File: src/rtl/uart_cmd_pkg.sv
// Shared types and constants for the 16-bit UART command link.
// Latency: n/a (declarations only).
// Backpressure: n/a.
package uart_cmd_pkg;

    typedef enum logic [1:0] {
        IDLE      = 2'd0,
        TX_HI     = 2'd1,
        TX_LO     = 2'd2,
        WAIT_RESP = 2'd3
    } state_t;

    localparam logic START_BIT  = 1'b0;
    localparam logic STOP_BIT   = 1'b1;
    localparam int   FRAME_BITS = 10;

    // Index of the stop bit within a frame (start = 0, data = 1..8).
    localparam logic [3:0] LAST_BIT = 4'(FRAME_BITS - 1);

endpackage

File: src/rtl/uart_cmd_ser.sv
// Byte serializer: start bit, 8 data bits LSB first, stop bit, each DB cycles.
// Latency: TX carries the start bit the cycle after load; done is high during the last stop-bit cycle.
// Backpressure: none; a load while active restarts the frame, so the owner loads only when idle or on done.
module uart_cmd_ser
    import uart_cmd_pkg::*;
#(
    parameter int DB_W = 13
) (
    input  logic            clk,
    input  logic            rst,
    input  logic            load,
    input  logic [7:0]      data_byte,
    input  logic [DB_W-1:0] DB,
    output logic            TX,
    output logic            done
);

    logic                  act_q, act_d;
    logic [FRAME_BITS-1:0] sh_q, sh_d;
    logic [3:0]            bit_q, bit_d;
    logic [DB_W-1:0]       cnt_q, cnt_d;
    logic                  bit_end;

    assign bit_end = act_q && (cnt_q == (DB - DB_W'(1)));
    // done is combinational so the owner can load the next byte with no idle gap.
    assign done    = bit_end && (bit_q == LAST_BIT);
    // Line idles high whenever no frame is active, including straight out of reset.
    assign TX      = act_q ? sh_q[0] : STOP_BIT;

    // Bit timing and shift of the outgoing frame.
    always_comb begin
        act_d = act_q;
        sh_d  = sh_q;
        bit_d = bit_q;
        cnt_d = cnt_q;
        if (act_q) begin
            if (bit_end) begin
                cnt_d = '0;
                bit_d = bit_q + 4'd1;
                sh_d  = {STOP_BIT, sh_q[FRAME_BITS-1:1]};
                if (bit_q == LAST_BIT) begin
                    act_d = 1'b0;
                end
            end else begin
                cnt_d = cnt_q + DB_W'(1);
            end
        end
        if (load) begin
            act_d = 1'b1;
            sh_d  = {STOP_BIT, data_byte, START_BIT};
            bit_d = '0;
            cnt_d = '0;
        end
    end

    // State registers.
    always_ff @(posedge clk or posedge rst) begin
        if (rst) begin
            act_q <= 1'b0;
            sh_q  <= '1;
            bit_q <= '0;
            cnt_q <= '0;
        end else begin
            act_q <= act_d;
            sh_q  <= sh_d;
            bit_q <= bit_d;
            cnt_q <= cnt_d;
        end
    end

endmodule

File: src/rtl/uart_cmd_sender.sv
// Host end of the command link: sends cmd as two UART frames (high byte first), then captures one response byte.
// Latency: TX falls the cycle after snd_cmd; cmd_snt 20*DB cycles after that edge; resp_rdy one cycle after the good stop sample.
// Backpressure: snd_cmd is ignored while busy; RESP_TIMEOUT_EN adds a response timeout (resp_to), otherwise WAIT_RESP waits forever.
module uart_cmd_sender
    import uart_cmd_pkg::*;
#(
    parameter int DB_W        = 13,
    parameter int RESP_TO_CYC = 1000000
) (
    input  logic            clk,
    input  logic            rst,
    input  logic [DB_W-1:0] DB,
    input  logic            snd_cmd,
    input  logic [15:0]     cmd,
    input  logic            clr_resp_rdy,
    input  logic            RX,
    output logic            TX,
    output logic            busy,
    output logic            cmd_snt,
    output logic            resp_rdy,
    output logic [7:0]      resp,
    output logic            resp_to
);

    if (DB_W < 5 || RESP_TO_CYC < 1) begin : g_bad_param
        $error("uart_cmd_sender: DB_W must be >= 5 and RESP_TO_CYC >= 1");
    end

    state_t          state_q, state_d;
    logic [7:0]      cmd_lo_q, cmd_lo_d;
    logic [DB_W-1:0] db_q, db_d;
    logic            cmd_snt_q, cmd_snt_d;
    logic            resp_rdy_q, resp_rdy_d;
    logic [7:0]      resp_q, resp_d;

    logic            ser_load;
    logic [7:0]      ser_byte;
    logic            ser_done;

    // Receiver state.
    logic            rx_s1_q, rx_s1_d;
    logic            rx_s2_q, rx_s2_d;
    logic            rx_prev_q, rx_prev_d;
    logic            rx_act_q, rx_act_d;
    logic [3:0]      rx_bit_q, rx_bit_d;
    logic [DB_W-1:0] rx_cnt_q, rx_cnt_d;
    logic [7:0]      rx_sh_q, rx_sh_d;
    logic            rx_fall;
    logic            rx_good;
    logic [DB_W-1:0] rx_tgt;

`ifdef RESP_TIMEOUT_EN
    localparam int TO_W = $clog2(RESP_TO_CYC + 1);
    logic [TO_W-1:0] to_cnt_q, to_cnt_d;
    logic            resp_to_q, resp_to_d;
    assign resp_to = resp_to_q;
`else
    assign resp_to = 1'b0;
`endif

    assign busy     = (state_q != IDLE);
    assign cmd_snt  = cmd_snt_q;
    assign resp_rdy = resp_rdy_q;
    assign resp     = resp_q;

    uart_cmd_ser #(
        .DB_W (DB_W)
    ) u_ser (
        .clk       (clk),
        .rst       (rst),
        .load      (ser_load),
        .data_byte (ser_byte),
        .DB        (db_q),
        .TX        (TX),
        .done      (ser_done)
    );

    assign rx_fall = rx_prev_q & ~rx_s2_q;
    // The start bit is re-checked at DB/2; later samples are a full bit apart.
    assign rx_tgt  = (rx_bit_q == 4'd0) ? ((db_q >> 1) - DB_W'(1)) : (db_q - DB_W'(1));

    // Receiver: synchronize RX, hunt for a falling edge, sample mid-bit; only armed in WAIT_RESP.
    always_comb begin
        rx_s1_d   = RX;
        rx_s2_d   = rx_s1_q;
        rx_prev_d = rx_s2_q;
        rx_act_d  = rx_act_q;
        rx_bit_d  = rx_bit_q;
        rx_cnt_d  = rx_cnt_q;
        rx_sh_d   = rx_sh_q;
        rx_good   = 1'b0;
        if (state_q != WAIT_RESP) begin
            rx_act_d = 1'b0;
        end else if (!rx_act_q) begin
            if (rx_fall) begin
                rx_act_d = 1'b1;
                rx_bit_d = '0;
                rx_cnt_d = '0;
            end
        end else if (rx_cnt_q == rx_tgt) begin
            rx_cnt_d = '0;
            rx_bit_d = rx_bit_q + 4'd1;
            if (rx_bit_q == 4'd0) begin
                // High at mid start bit: a glitch, go back to hunting.
                if (rx_s2_q) begin
                    rx_act_d = 1'b0;
                end
            end else if (rx_bit_q == LAST_BIT) begin
                // Stop sample low is a framing error: drop the byte and hunt again.
                rx_act_d = 1'b0;
                rx_good  = rx_s2_q;
            end else begin
                rx_sh_d = {rx_s2_q, rx_sh_q[7:1]};
            end
        end else begin
            rx_cnt_d = rx_cnt_q + DB_W'(1);
        end
    end

    // Command FSM: next state and outputs.
    always_comb begin
        state_d    = state_q;
        cmd_lo_d   = cmd_lo_q;
        db_d       = db_q;
        cmd_snt_d  = 1'b0;
        resp_d     = resp_q;
        resp_rdy_d = resp_rdy_q & ~clr_resp_rdy;
        ser_load   = 1'b0;
        ser_byte   = cmd[15:8];
`ifdef RESP_TIMEOUT_EN
        to_cnt_d   = to_cnt_q;
        resp_to_d  = 1'b0;
`endif
        case (state_q)
            IDLE: begin
                if (snd_cmd) begin
                    ser_load   = 1'b1;
                    cmd_lo_d   = cmd[7:0];
                    db_d       = DB;
                    resp_rdy_d = 1'b0;
                    state_d    = TX_HI;
                end
            end
            TX_HI: begin
                ser_byte = cmd_lo_q;
                if (ser_done) begin
                    ser_load = 1'b1;
                    state_d  = TX_LO;
                end
            end
            TX_LO: begin
                ser_byte = cmd_lo_q;
                if (ser_done) begin
                    cmd_snt_d = 1'b1;
                    state_d   = WAIT_RESP;
`ifdef RESP_TIMEOUT_EN
                    to_cnt_d  = '0;
`endif
                end
            end
            WAIT_RESP: begin
                ser_byte = cmd_lo_q;
                if (rx_good) begin
                    resp_d     = rx_sh_q;
                    resp_rdy_d = 1'b1;
                    state_d    = IDLE;
                end
`ifdef RESP_TIMEOUT_EN
                // Count only while hunting; a detected start bit freezes the timeout.
                else if (!rx_act_q && !rx_fall) begin
                    if (to_cnt_q == TO_W'(RESP_TO_CYC - 1)) begin
                        resp_to_d = 1'b1;
                        state_d   = IDLE;
                    end else begin
                        to_cnt_d = to_cnt_q + TO_W'(1);
                    end
                end
`endif
            end
            default: state_d = IDLE;
        endcase
    end

    // State registers.
    always_ff @(posedge clk or posedge rst) begin
        if (rst) begin
            state_q    <= IDLE;
            cmd_lo_q   <= '0;
            db_q       <= DB_W'(16);
            cmd_snt_q  <= 1'b0;
            resp_rdy_q <= 1'b0;
            resp_q     <= '0;
            rx_s1_q    <= 1'b1;
            rx_s2_q    <= 1'b1;
            rx_prev_q  <= 1'b1;
            rx_act_q   <= 1'b0;
            rx_bit_q   <= '0;
            rx_cnt_q   <= '0;
            rx_sh_q    <= '0;
`ifdef RESP_TIMEOUT_EN
            to_cnt_q   <= '0;
            resp_to_q  <= 1'b0;
`endif
        end else begin
            state_q    <= state_d;
            cmd_lo_q   <= cmd_lo_d;
            db_q       <= db_d;
            cmd_snt_q  <= cmd_snt_d;
            resp_rdy_q <= resp_rdy_d;
            resp_q     <= resp_d;
            rx_s1_q    <= rx_s1_d;
            rx_s2_q    <= rx_s2_d;
            rx_prev_q  <= rx_prev_d;
            rx_act_q   <= rx_act_d;
            rx_bit_q   <= rx_bit_d;
            rx_cnt_q   <= rx_cnt_d;
            rx_sh_q    <= rx_sh_d;
`ifdef RESP_TIMEOUT_EN
            to_cnt_q   <= to_cnt_d;
            resp_to_q  <= resp_to_d;
`endif
        end
    end

endmodule
File: config.mk
export PLATFORM = sky130hd
export DESIGN_NAME = uart_cmd_sender
export DESIGN_NICKNAME = d
export VERILOG_FILES = /design/src/rtl/uart_cmd_pkg.sv /design/src/rtl/uart_cmd_ser.sv /design/src/rtl/uart_cmd_sender.sv
export SDC_FILE = /design/constraint.sdc
export NUM_CORES = 1
export LEC_CHECK = 0
export CAP_MARGIN = 20
export CORE_MARGIN = 8
export CORE_UTILIZATION = 50
export CTS_CLUSTER_DIAMETER = 120
export CTS_CLUSTER_SIZE = 14
export DETAILED_ROUTE_END_ITERATION = 8
export PLACE_DENSITY = 0.7
export SYNTH_ARGS = -nofsm -noshare
export SYNTH_HDL_FRONTEND = slang
export SYNTH_SLANG_ARGS = --single-unit
export TNS_END_PERCENT = 5
File: constraint.sdc
create_clock -name clk -period 3.4 [get_ports clk]
set_input_delay 0.34 -clock clk [delete_from_list [all_inputs] [get_ports clk]]
set_output_delay 0.34 -clock clk [all_outputs]
set_load 0.02 [all_outputs]
==> results.cfg <==
[synth]
synth_top_area_share_pct = 35.5
avgSynthCellArea_um2 = 10.0
yosysTopAreaCell = dfrtp_1
synth_cells = 533
synth_edf_count = 0
synthTopCellsByArea = dfrtp_1, dfstp_2, xnor2_1, mux2_2, xor2_1
synthArstFlopShare_pct = 100
synth_compound_area_share_pct = 12.1
seq_area_frac_synth_pct = 41.9
synth.distinct_cells = 66
yosysMostFrequentCell = dfrtp_1
ys.flop_type = dfrtp_1
synth_adder_area_share_pct = 3.04
synth_seq_cells = 89
synth_xor_area_share_pct = 9.65
synth_common_cells = dfrtp_1, nor2_1, nand2_1, xnor2_1, o21ai_0
synth_nets = 580
synthMuxAreaShare_pct = 10.3
syn_area_mm2 = 0.00535
synth_simple_gate_area_share_pct = 18.9
synth_warnings = 0
synth_top_family_by_area = simple AND/OR/NAND/NOR gates

[power_and_ir_drop]
finalPower_uw = 1870
combPwrFrac_pct = 3.4
powerDensity_mw_per_mm2 = 293
p_switching_uw = 430
power_leakage_uw = 0.00283
switching_share_pct = 23.0
clkPwrFrac_pct = 39.9
seqPwrFrac_pct = 56.8
ir_drop_uv = 211
p_int_uw = 1440

[global_routing]
grt_max_degree = 49
antenna_found_initial = 0
grt_pass1_vias = 4307
grt_pass1_wl_um = 20400
grtUsageTotal_pct = 17.2
grt_overflow = 0

[worst_setup_path]
crit_type = flip-flop to flip-flop
cp_data_required_time_ns = 3.66
worstPathMaxFanout = 3
worstReg2RegStart = rx_bit_q[0]
startpoint_type = flip-flop
crit_end = state_q[1]
crit_arrival_ns = 3.59
r2r-end = state_q[1]
crit_start = rx_bit_q[0]
end_kind = flip-flop
r2r_cells = 12
r2r_slack_ns = 0.07

[sta]
setup-tns-final_ns = 0
skew_ns = 0.00951
setup_viol = 0
hold_viol = 0
grt_setup_unrepaired = yes
max_freq_mhz = 301
slew-limit-headroom_pct = 42.7
tightest_slew_ns = 0.859
finalCriticalPeriod_ns = 3.33
slew_viol_final = 0
setup_ws_ns = 0.0726
fin_crit_sh_pct = 97.9

[detailed_routing]
routed_wl_um = 11900
drt_first_pass_iters = 4
drtAntennaViolNets = 0
drcViolationCount = 0
drt_iter0_drc = 144
vias_per_cell = 5.64
via_count = 4196
wl_per_cell_um = 16.0

[floorplanning]
dieArea_mm2 = 0.0143
coreArea_mm2 = 0.0104
rows = 37
start_util_pct = 51.6
die_w_um = 119
die_h_um = 119
pin_count = 47

[place]
io_buffers = 45
postPlaceCellArea_mm2 = 0.00614
pre_cts_ws_ns = 0.0103
place.gp.congestion = 0.857
place_hpwl_um = 8820
placed_cells = 726

[run]
maxCapViolations = 0

[clock_tree]
numCtsBuffers = 9
clockBufferDepth = 2
clk_pin_slew_ns = 0.09
clock-root-buffer = clkbuf_8
htree_num_levels = 3
insertion_delay_ns = 0.37
cts_sinks = 89
tritoncts = built

[cells_and_area]
syn2layout_area_growth_pct = 19.4
fin_area_mm2 = 0.00639
drive_gt1_share_pct = 20.6
finalNetCount = 650
fin_cells = 744
diodes = 0

[worst_hold_path]
hold_path.class = flip-flop to flip-flop

[run_status]
status = finished, final reports clean
## worst min-delay path by stage
stage / from / endpoint / slack (ns) / depth (start not counted)
after floorplan: RX / rx_s1_q / 0.34 / 0
after global placement: rx_s1_q / rx_prev_d / 0.35 / 0
after detailed placement: rx_s1_q / rx_prev_d / 0.35 / 0
after CTS: RX / rx_s1_q / 0.36 / 1
after global routing: rx_s1_q / rx_prev_d / 0.37 / 0
final: rx_s1_q / rx_prev_d / 0.36 / 0
## logic make-up (layout without fill, tap and decap cells)
kind of cell | Yosys count | after routing
multiplexers | 48 | 48
AO/OA/AOI/OAI | 97 | 97
XOR/XNOR | 59 | 59
adder cells (fa/ha/maj) | 13 | 13
flip-flops | 89 | 89
buffers and inverters | 47 | 121
other | 1 | 1
AND/OR/NAND/NOR | 179 | 180
## worst max-delay path, stage by stage (launching register included)
cell       delay (ns)
dfrtp_1          0.38
inv_1            0.09
ha_1             0.18
or4bb_1          0.50
o22a_1           0.19
o211ai_2         0.15
xnor2_1          0.08
or4_4            0.52
a2111oi_4        0.23
buf_4            0.18
nand4_1          0.09
a211o_1          0.31
mux2_1           0.32
## layer usage
metal	global-route usage, %	share of wire, %	vias up	wire length [um]
li1	-	-	2021	-
met1	21.9	46	2059	5440
met2	28.4	48	108	5670
met3	3.16	5.7	8	678
met4	6.56	0.76	0	90
met5	0	0	-	0
## power by group through the flow
stage          Clock [uW]  Combinational [uW]  Sequential, uW
3_5_place_dp            0                64.3            1080
3_3_place_gp            0                63.6            1080
2_1_floorplan           0                18.7            1080
5_1_grt               811                69.7            1060
6_report              746                62.9            1060
4_1_cts               770                64.7            1060
## cell usage in the layout (no fill, tap or decap), types with 5 or more instances in the layout
cell and instances:
dfrtp_1 76, clkdlybuf4s50_1 45, buf_4 40, nor2_1 38, xnor2_1 35, nand2_1 35
o21ai_0 26, xor2_1 24, a21oi_1 20, nand3_1 20, mux2_2 20, inv_1 18
mux2i_1 17, ha_1 13, dfstp_2 13, and3_1 12, nor3_1 12, nor2b_1 11
a211oi_1 10, clkbuf_8 9, mux2_4 8, nand4_1 7, a31oi_1 6, nor3b_1 5
nand2b_1 5, a21o_1 5
## layout make-up
class	instances	area [um2]
clock buffer	9	124
clock inverter	7	76.3
tap	136	170
multi-input combinational	398	2940
sequential	89	2240
fill	904	3980
timing repair buffer	86	762
inverter	19	72.6
## state kept, by name, indices dropped and copies added, names as in the netlist, 8 cells and up
register     count
u_ser.cnt_q     13
rx_cnt_q        13
rx_sh_q          8
resp             8
u_ser.sh_q       9
db_q            13
cmd_lo_q         8
## through the flow
stage / hold slack, ns / util, %
2_1_floorplan: 0.344 / -
3_3_place_gp: 0.348 / 59.2
3_5_place_dp: 0.348 / 59.2
4_1_cts: 0.356 / 61.2
5_1_grt: 0.370 / 61.6
6_report: 0.359 / 61.6
## what timing repair did
action,CTS,global route
buffers inserted,1,0
hold buffers,0,0
resized for setup,0,9
pin swaps,0,2
gates cloned,0,1
setup endpoints to repair,1,42
Power figures use the tool's default switching activity.
